[src/rtl/viterbi_pkg.sv]
// Shared types for the 4-state (K=3) Viterbi decoder: trellis state, traceback FSM
// states and the survivor predecessor selector.
package viterbi_pkg;

    typedef logic [1:0] st_t;

    localparam st_t ST_00 = 2'b00;
    localparam st_t ST_01 = 2'b01;
    localparam st_t ST_10 = 2'b10;
    localparam st_t ST_11 = 2'b11;

    typedef enum logic [1:0] {IDLE, RD, STEP, DRAIN} tb_state_t;

    function automatic st_t sel_prv(input st_t cur, input st_t p00, input st_t p01,
                                    input st_t p10, input st_t p11);
        st_t p;
        case (cur)
            ST_00:   p = p00;
            ST_01:   p = p01;
            ST_10:   p = p10;
            default: p = p11;
        endcase
        return p;
    endfunction

endpackage

[src/rtl/traceback_lifo.sv]
// DEPTH x 1-bit LIFO used to turn newest-first traceback bits into forward order.
// dout always shows the most recently pushed bit still stored.
module traceback_lifo #(
    parameter int DEPTH = 16
) (
    input  logic clk,
    input  logic rst,
    input  logic push,
    input  logic din,
    input  logic pop,
    output logic dout
);
    localparam int SW = $clog2(DEPTH + 1);
    localparam int IW = (DEPTH > 1) ? $clog2(DEPTH) : 1;

    logic [DEPTH-1:0] mem;
    logic [SW-1:0]    sp;
    logic [SW-1:0]    top;

    assign top  = sp - 1'b1;
    assign dout = mem[top[IW-1:0]];

    always_ff @(posedge clk) begin
        if (rst) begin
            sp <= '0;
        end else if (push) begin
            mem[sp[IW-1:0]] <= din;
            sp              <= sp + 1'b1;
        end else if (pop) begin
            sp <= sp - 1'b1;
        end
    end

endmodule

[src/rtl/traceback.sv]
// Viterbi survivor-memory traceback: walks DEPTH entries backwards from an end state.
// Optional macro TRACEBACK_REORDER_EN emits bits oldest-first through a LIFO.
module traceback
    import viterbi_pkg::*;
#(
    parameter int DEPTH = 16,
    parameter int AW    = $clog2(DEPTH)
) (
    input  logic          clk,
    input  logic          rst,
    input  logic          start,
    input  logic [1:0]    start_st,
    input  logic [AW-1:0] last_addr,
    output logic          rd_en,
    output logic [AW-1:0] rd_addr,
    input  logic [1:0]    bck_prv_st_00,
    input  logic [1:0]    bck_prv_st_01,
    input  logic [1:0]    bck_prv_st_10,
    input  logic [1:0]    bck_prv_st_11,
    output logic          busy,
    output logic          dec_bit,
    output logic          dec_vld,
    output logic          dec_last,
    output logic          done
);
    localparam int            CW       = AW + 1;
    localparam logic [AW-1:0] LAST_IDX = AW'(DEPTH - 1);
    localparam logic [CW-1:0] CNT_LAST = CW'(DEPTH - 1);
    localparam logic [CW-1:0] CNT_FULL = CW'(DEPTH);

    tb_state_t     state;
    st_t           cur_st;
    st_t           prv;
    logic [AW-1:0] addr;
    logic [CW-1:0] cnt;
    logic [CW-1:0] rd_cnt;
    logic          consume;
    logic          final_step;

    // A read issued in RD returns data one cycle later, so it is consumed on the next RD visit.
    assign prv        = sel_prv(cur_st, bck_prv_st_00, bck_prv_st_01, bck_prv_st_10, bck_prv_st_11);
    assign consume    = (state == RD) && (cnt < rd_cnt);
    assign final_step = consume && (cnt == CNT_LAST);

`ifdef TRACEBACK_REORDER_EN
    logic lifo_dout;

    traceback_lifo #(.DEPTH(DEPTH)) u_lifo (
        .clk  (clk),
        .rst  (rst),
        .push (consume),
        .din  (cur_st[1]),
        .pop  (state == DRAIN),
        .dout (lifo_dout)
    );
`endif

    always_ff @(posedge clk) begin
        if (rst) begin
            state    <= IDLE;
            cur_st   <= ST_00;
            addr     <= '0;
            cnt      <= '0;
            rd_cnt   <= '0;
            rd_en    <= 1'b0;
            rd_addr  <= '0;
            busy     <= 1'b0;
            dec_bit  <= 1'b0;
            dec_vld  <= 1'b0;
            dec_last <= 1'b0;
            done     <= 1'b0;
        end else begin
            dec_vld  <= 1'b0;
            dec_last <= 1'b0;
            done     <= 1'b0;
            case (state)
                IDLE: begin
                    rd_en <= 1'b0;
                    if (start) begin
                        cur_st <= start_st;
                        addr   <= last_addr;
                        cnt    <= '0;
                        rd_cnt <= '0;
                        busy   <= 1'b1;
                        state  <= RD;
                    end
                end
                RD: begin
                    if (consume) begin
                        cur_st <= prv;
                        cnt    <= cnt + 1'b1;
`ifndef TRACEBACK_REORDER_EN
                        dec_bit <= cur_st[1];
                        dec_vld <= 1'b1;
`endif
                    end
                    if (rd_cnt != CNT_FULL) begin
                        rd_en   <= 1'b1;
                        rd_addr <= addr;
                        addr    <= (addr == '0) ? LAST_IDX : addr - 1'b1;
                        rd_cnt  <= rd_cnt + 1'b1;
                        state   <= STEP;
                    end
                    if (final_step) begin
`ifdef TRACEBACK_REORDER_EN
                        cnt   <= '0;
                        state <= DRAIN;
`else
                        dec_last <= 1'b1;
                        done     <= 1'b1;
                        busy     <= 1'b0;
                        state    <= IDLE;
`endif
                    end
                end
                STEP: begin
                    rd_en <= 1'b0;
                    state <= RD;
                end
                DRAIN: begin
`ifdef TRACEBACK_REORDER_EN
                    dec_bit <= lifo_dout;
                    dec_vld <= 1'b1;
                    cnt     <= cnt + 1'b1;
                    if (cnt == CNT_LAST) begin
                        dec_last <= 1'b1;
                        done     <= 1'b1;
                        busy     <= 1'b0;
                        state    <= IDLE;
                    end
`else
                    state <= IDLE;
`endif
                end
                default: state <= IDLE;
            endcase
        end
    end

endmodule

[config.mk]
export PLATFORM = sky130hd
export DESIGN_NAME = traceback
export DESIGN_NICKNAME = d
export VERILOG_FILES = /design/src/rtl/viterbi_pkg.sv /design/src/rtl/traceback_lifo.sv /design/src/rtl/traceback.sv
export SDC_FILE = /design/constraint.sdc
export NUM_CORES = 1
export LEC_CHECK = 0
export CORE_MARGIN = 3
export CORE_UTILIZATION = 45
export CTS_BUF_LIST = sky130_fd_sc_hd__clkbuf_16
export DETAILED_ROUTE_END_ITERATION = 8
export GPL_ROUTABILITY_DRIVEN = 0
export PLACE_DENSITY_LB_ADDON = 0.15
export SLEW_MARGIN = 0
export SYNTH_ARGS = -nofsm -noshare
export SYNTH_HDL_FRONTEND = slang
export SYNTH_SLANG_ARGS = --single-unit
[constraint.sdc]
create_clock -name clk -period 1.83 [get_ports clk]
set_input_delay 0.2745 -clock clk [delete_from_list [all_inputs] [get_ports clk]]
set_output_delay 0.2745 -clock clk [all_outputs]
set_load 0.02 [all_outputs]
After elaboration in Yosys (flattened, before gate mapping)
Index checks and enable logic that the tools add are counted. Widths: inputs -> output; s select.

Register bits after elaboration: 27. Output and inout port bits: 10. Logic and storage cells: 68.

$add $sub $neg: 3. $lt $le $gt $ge: 1. Equality and inequality tests: 12. Mux-type cells: 24. Bitwise operators: 1. Reduce and logical (&&, ||, !) cells: 16.

Operator list (count): $pmux 5 s2 (2); $mux 5 (3); $mux 4 (3); $add 5x1->5 const B (2); $mux 2 (5); $reduce_and 3->1 (3); $pmux 2 s4 (1); $pmux 4 s2 (1); $reduce_and 2->1 (4); $eq 2x2->1 const B (3); $ne 2x2->1 const B (3); $pmux 2 s3 (1); $eq 5x4->1 const B (1); $lt 5x5->1 (1); $mux 1 (5); $ne 5x5->1 const B (1); $eq 2x1->1 const B (2); $logic_not 2->1 (2); $logic_not 4->1 (1); $pmux 1 s2 (2); $pmux 2 s2 (1); $reduce_bool 2->1 (2); $reduce_or 2->1 (2); $sub 4x1->4 const B (1); other kinds (4) (5).

Depth between registers and ports, before layout
Gate-level depths: netlist of run 1.

Depth after elaboration: 5. Gate-level depth with buffers: 8. Gate-level depth less buffers: 7.

Worst setup path before layout of run 1
OpenSTA, ideal clock, no wires.

Path type: register to register. Start point: register rd_cnt[2]. End point: register cnt[2]. Data arrival time: 1595 ps. Slack: 119 ps. Stages on the path, launching flop included: 9. Path buffers: 1. Clock period less this slack: 1711 ps. Cells stage by stage: dfxtp_1 > inv_1 > ha_1 > a21o_1 > a31oi_1 > o21a_1 > buf_4 > a21oi_1 > a31o_2.

Cells in the longest elaborated chain, start to end: 4.

Ends and longest elaborated chain: start: declaration (RTL line traceback.sv:36) `logic [CW-1:0] rd_cnt;`; start signal: assignment (RTL line traceback.sv:101) `rd_cnt <= rd_cnt + 1'b1;`; $lt 5x5->1 (RTL line traceback.sv:42) `assign consume = (state == RD) && (cnt < rd_cnt);`; $logic_and 1x1->1 (RTL line traceback.sv:42); $ne 2x2->1 (no line); $reduce_and 3->1 (no line); end signal: assignment (RTL line traceback.sv:91) `cnt <= cnt + 1'b1;`; end: declaration (RTL line traceback.sv:35) `logic [CW-1:0] cnt;`.

Every way passes these cells. A chain may end at the register's enable or synchronous reset.

Worst setup path in the final report of run 1
Start point: register rd_cnt[2]. End point: register cnt[3].

Same word-level chain as after synthesis.

==> key figures, run 1 <==
Status
  – Status: complete, no violations

Routing
  – WL/cell: 13.79 um
  – Via density: between 5 and 6
  – Post-route ant nets: 0
  – Final wirelength: approximately 3000 um
  – DR pass1 iterations: 5
  – Via count: ~1200
  – DRC viols: 0
  – Initial DRC count: 44

Global routing
  – Tot GR Track Use: between 10% and 20%
  – Grt total ovfl: 0
  – Largest net degree at the start of global routing: 17
  – Number of global-route vias before repair: 1240
  – Initial antenna violation count: 0
  – First-pass GRT wire length: 5181 um

Clock network
  – Hold-fix buffer count after cts: 0
  – Clock sink count: 27
  – Clk buf depth: 2
  – CTS Buf Count: 3
  – Worst-path clk slew: approximately 0.070 ns
  – Clk root buf: clkbuf_16
  – H-tree levels: 1
  – Clock latency on the worst-skew pair: approximately 0.26 ns
  – CTS tree: done

Synthesis
  – Post-synth EDFFs: 0
  – Async SR Flop Fraction: 0%
  – Most used DFF post-synth: dfxtp_1
  – Seq/Total Area, Yosys: 39.38%
  – Post-synth net total: between 150 and 200
  – Synth area leader: dfxtp_1
  – Ys Warns: 0
  – Syn Area/Cell: ~9 um2
  – Syn Inst Count: about 150
  – Synth top area share: between 30 and 40%
  – Synthesized flop and latch total: 27
  – Top cells by area, synth: dfxtp_1 (39%), ha_1 (9.1%), nor2_1 (5.5%)
  – Synth cell types: 38
  – Cell Area, Synth: 1373 um2

STA
  – # setup viols final: 0
  – Tcrit/Tclk final: between 90% and 100%
  – Minimum clock period: 1.721 ns
  – Fmax achieved: approximately 580 MHz
  – Worst slew pin tran: 0.3884 ns
  – Fin Hold WS: approximately 0.48 ns
  – Worst slew margin: about three quarters
  – Max Transition Viols Final: 0
  – Final hold violation count: 0
  – Worst Skew: around 0.0055 ns
  – Unrepaired setup endpoints after global routing: false

Layout
  – # nets final: approximately 220
  – Utilization after layout: 65.15%
  – Fill cells: 240
  – Share of cells above drive strength 1: 15.34%
  – ANT cells: 0
  – Layout Cell Area excl Fill: 1843 um2
  – Syn-to-layout area delta: 34.28%

Setup path
  – CP required: 2.02 ns
  – CP Capture Type: flip-flop
  – Crit Path Class: reg2reg
  – Worst EP arrival: between 1.5 and 2 ns
  – CP Launch Type: flip-flop
  – Max FO, Critical Path: 4

Min path
  – Worst Hold Class: reg2reg

Die
  – Core area: about 2800 um2
  – Full die area: between 3000 and 4000 um2
  – Core Rows: 19
  – Initial Utilization: just under 50%
  – Die span in x: 61.23 um
  – Die Height: between 60 and 70 um
  – Num ports: 27

Placement
  – Post-DP Area: between 1500 and 2000 um2
  – Port-buffer cells: 26
  – DP HPWL: 2350 um

Run
  – Max_cap viols: 0

Power
  – Pwr Density: between 700 and 800 nW/um2
  – Total power: around 1400 uW
  – Worst vdd ir: 420.6 uV
  – Leak pwr: ~0.0007 uW
[kinds of logic after synthesis]
family,after synthesis,synth area share (%)
muxes,6,6.199
xor gates and xnor gates,4,2.552
buffers and inverters,14,4.923
adders and majority gates,10,9.116
and+or+nand+nor,61,22.06
AOI/OAI and AO/OA,31,15.77
DFF,27,39.38
[layout by cell type (no fill, tap or decap), types with 4 or more instances in the layout]
| cell | Yosys | final |
|---|---|---|
| dfxtp_1 | 27 | 26 |
| clkdlybuf4s50_1 | 0 | 26 |
| nor2_1 | 20 | 20 |
| a21oi_1 | 12 | 12 |
| nand2_1 | 12 | 12 |
| buf_4 | 4 | 12 |
| ha_1 | 10 | 9 |
| inv_1 | 8 | 8 |
| nor3_1 | 5 | 5 |
| nand3_1 | 5 | 5 |
| a211oi_1 | 4 | 4 |
| xnor2_1 | 4 | 4 |
| mux2i_1 | 4 | 4 |
[final timing paths]
path,from,end,slack [ns],cells past startpoint
worst max register to register,rd_cnt[2]$_SDFFE_PP0P_,cnt[3]$_SDFFE_PP0P_,0.11,7
worst min-delay path,dec_bit$_SDFFE_PP0P_,dec_bit$_SDFFE_PP0P_,0.48,2
worst max-delay path,rd_cnt[2]$_SDFFE_PP0P_,cnt[3]$_SDFFE_PP0P_,0.11,7
worst min register to register,dec_bit$_SDFFE_PP0P_,dec_bit$_SDFFE_PP0P_,0.48,2
[Yosys cell counts, types with 3 or more instances]
cell type and instances:
xnor2_1 4, a21oi_1 12, nor3_1 5, nand2b_1 3, ha_1 10, a211oi_1 4, dfxtp_1 27, nand2_1 12
mux2i_1 4, nor2_1 20, nand3_1 5, nor2b_1 3, buf_4 4, inv_1 8, o21ai_0 3
[registers in the layout, indices dropped and copies added (netlist names)]
name / count
rd_cnt: 5
state: 2
rd_en: 1
dec_bit: 1
cur_st: 2
rd_addr: 4
busy: 1
addr: 4
done: 1
dec_vld: 1
cnt: 5
[timing repair]
item,4_1_cts,5_1_grt
setup endpoints to repair,7,11
buffers inserted,0,1
pin swaps,0,1
gates resized for setup,1,5
[per-layer routing]
metal | GRT usage, % | up-vias | part of all wire, %
met5 | 0 | - | 0
met4 | 8.050 | 0 | 1.6
met3 | 2.725 | 6 | 4.2
met2 | 29.61 | 27 | 48
met1 | 24.71 | 555 | 47
li1 | - | 616 | -
[worst max-delay path: stages, from the launching register on]
cell     delay, ns
dfxtp_2       0.33
inv_1         0.13
ha_4          0.23
a21o_1        0.18
a31oi_4       0.18
o21ai_2       0.09
or3_1         0.36
a21oi_1       0.15
[metrics by stage]
stage,cells,worst slack (ns),setup TNS (ns)
after global placement,215,-0.01563,-0.02759
final,220,0.1093,0
after floorplan,153,0.1187,0
after detailed placement,215,-0.06234,-0.2572
after global routing,220,0.03274,0
after CTS,219,0.009313,0
[where the power goes]
group          internal, uW  switching, uW
logic                   144            136
registers               620           35.4
clock network           297            210
total                  1060            381
[layout make-up]
cell class                      count  area (um2)  share of cell area (%)
Multi-Input combinational cell    112       799.5                   43.38
Sequential cell                    27       541.8                   29.40
Timing Repair Buffer               38       350.3                   19.01
Clock buffer                        3       75.07                   4.073
Tap cell                           31       38.79                   2.105
Inverter                            8       30.03                   1.629
Clock inverter                      1       7.507                  0.4073
Note: power is estimated with default switching activity, not from simulation.
==> run 2: changes to the inputs <==
--- a/config.mk
+++ b/config.mk
@@ -11,7 +11,7 @@
 export DETAILED_ROUTE_END_ITERATION = 8
 export GPL_ROUTABILITY_DRIVEN = 0
 export PLACE_DENSITY_LB_ADDON = 0.15
-export SLEW_MARGIN = 0
+export SLEW_MARGIN = 10
 export SYNTH_ARGS = -nofsm -noshare
 export SYNTH_HDL_FRONTEND = slang
 export SYNTH_SLANG_ARGS = --single-unit
==> constraint.sdc (replaced) <==
create_clock -name clk -period 1.83 [get_ports clk]
set_input_delay 0.2745 -clock clk [delete_from_list [all_inputs] [get_ports clk]]
set_output_delay 0.2745 -clock clk [all_outputs]
set_load 0.05 [all_outputs]
==> results of run 2 <==
Same layout as run 1 (identical final DEF). Status: complete, no violations.
Main changes from that run: total power 1442 uW -> 1462 uW; worst IR drop on VDD 420.6 uV -> 439.3 uV
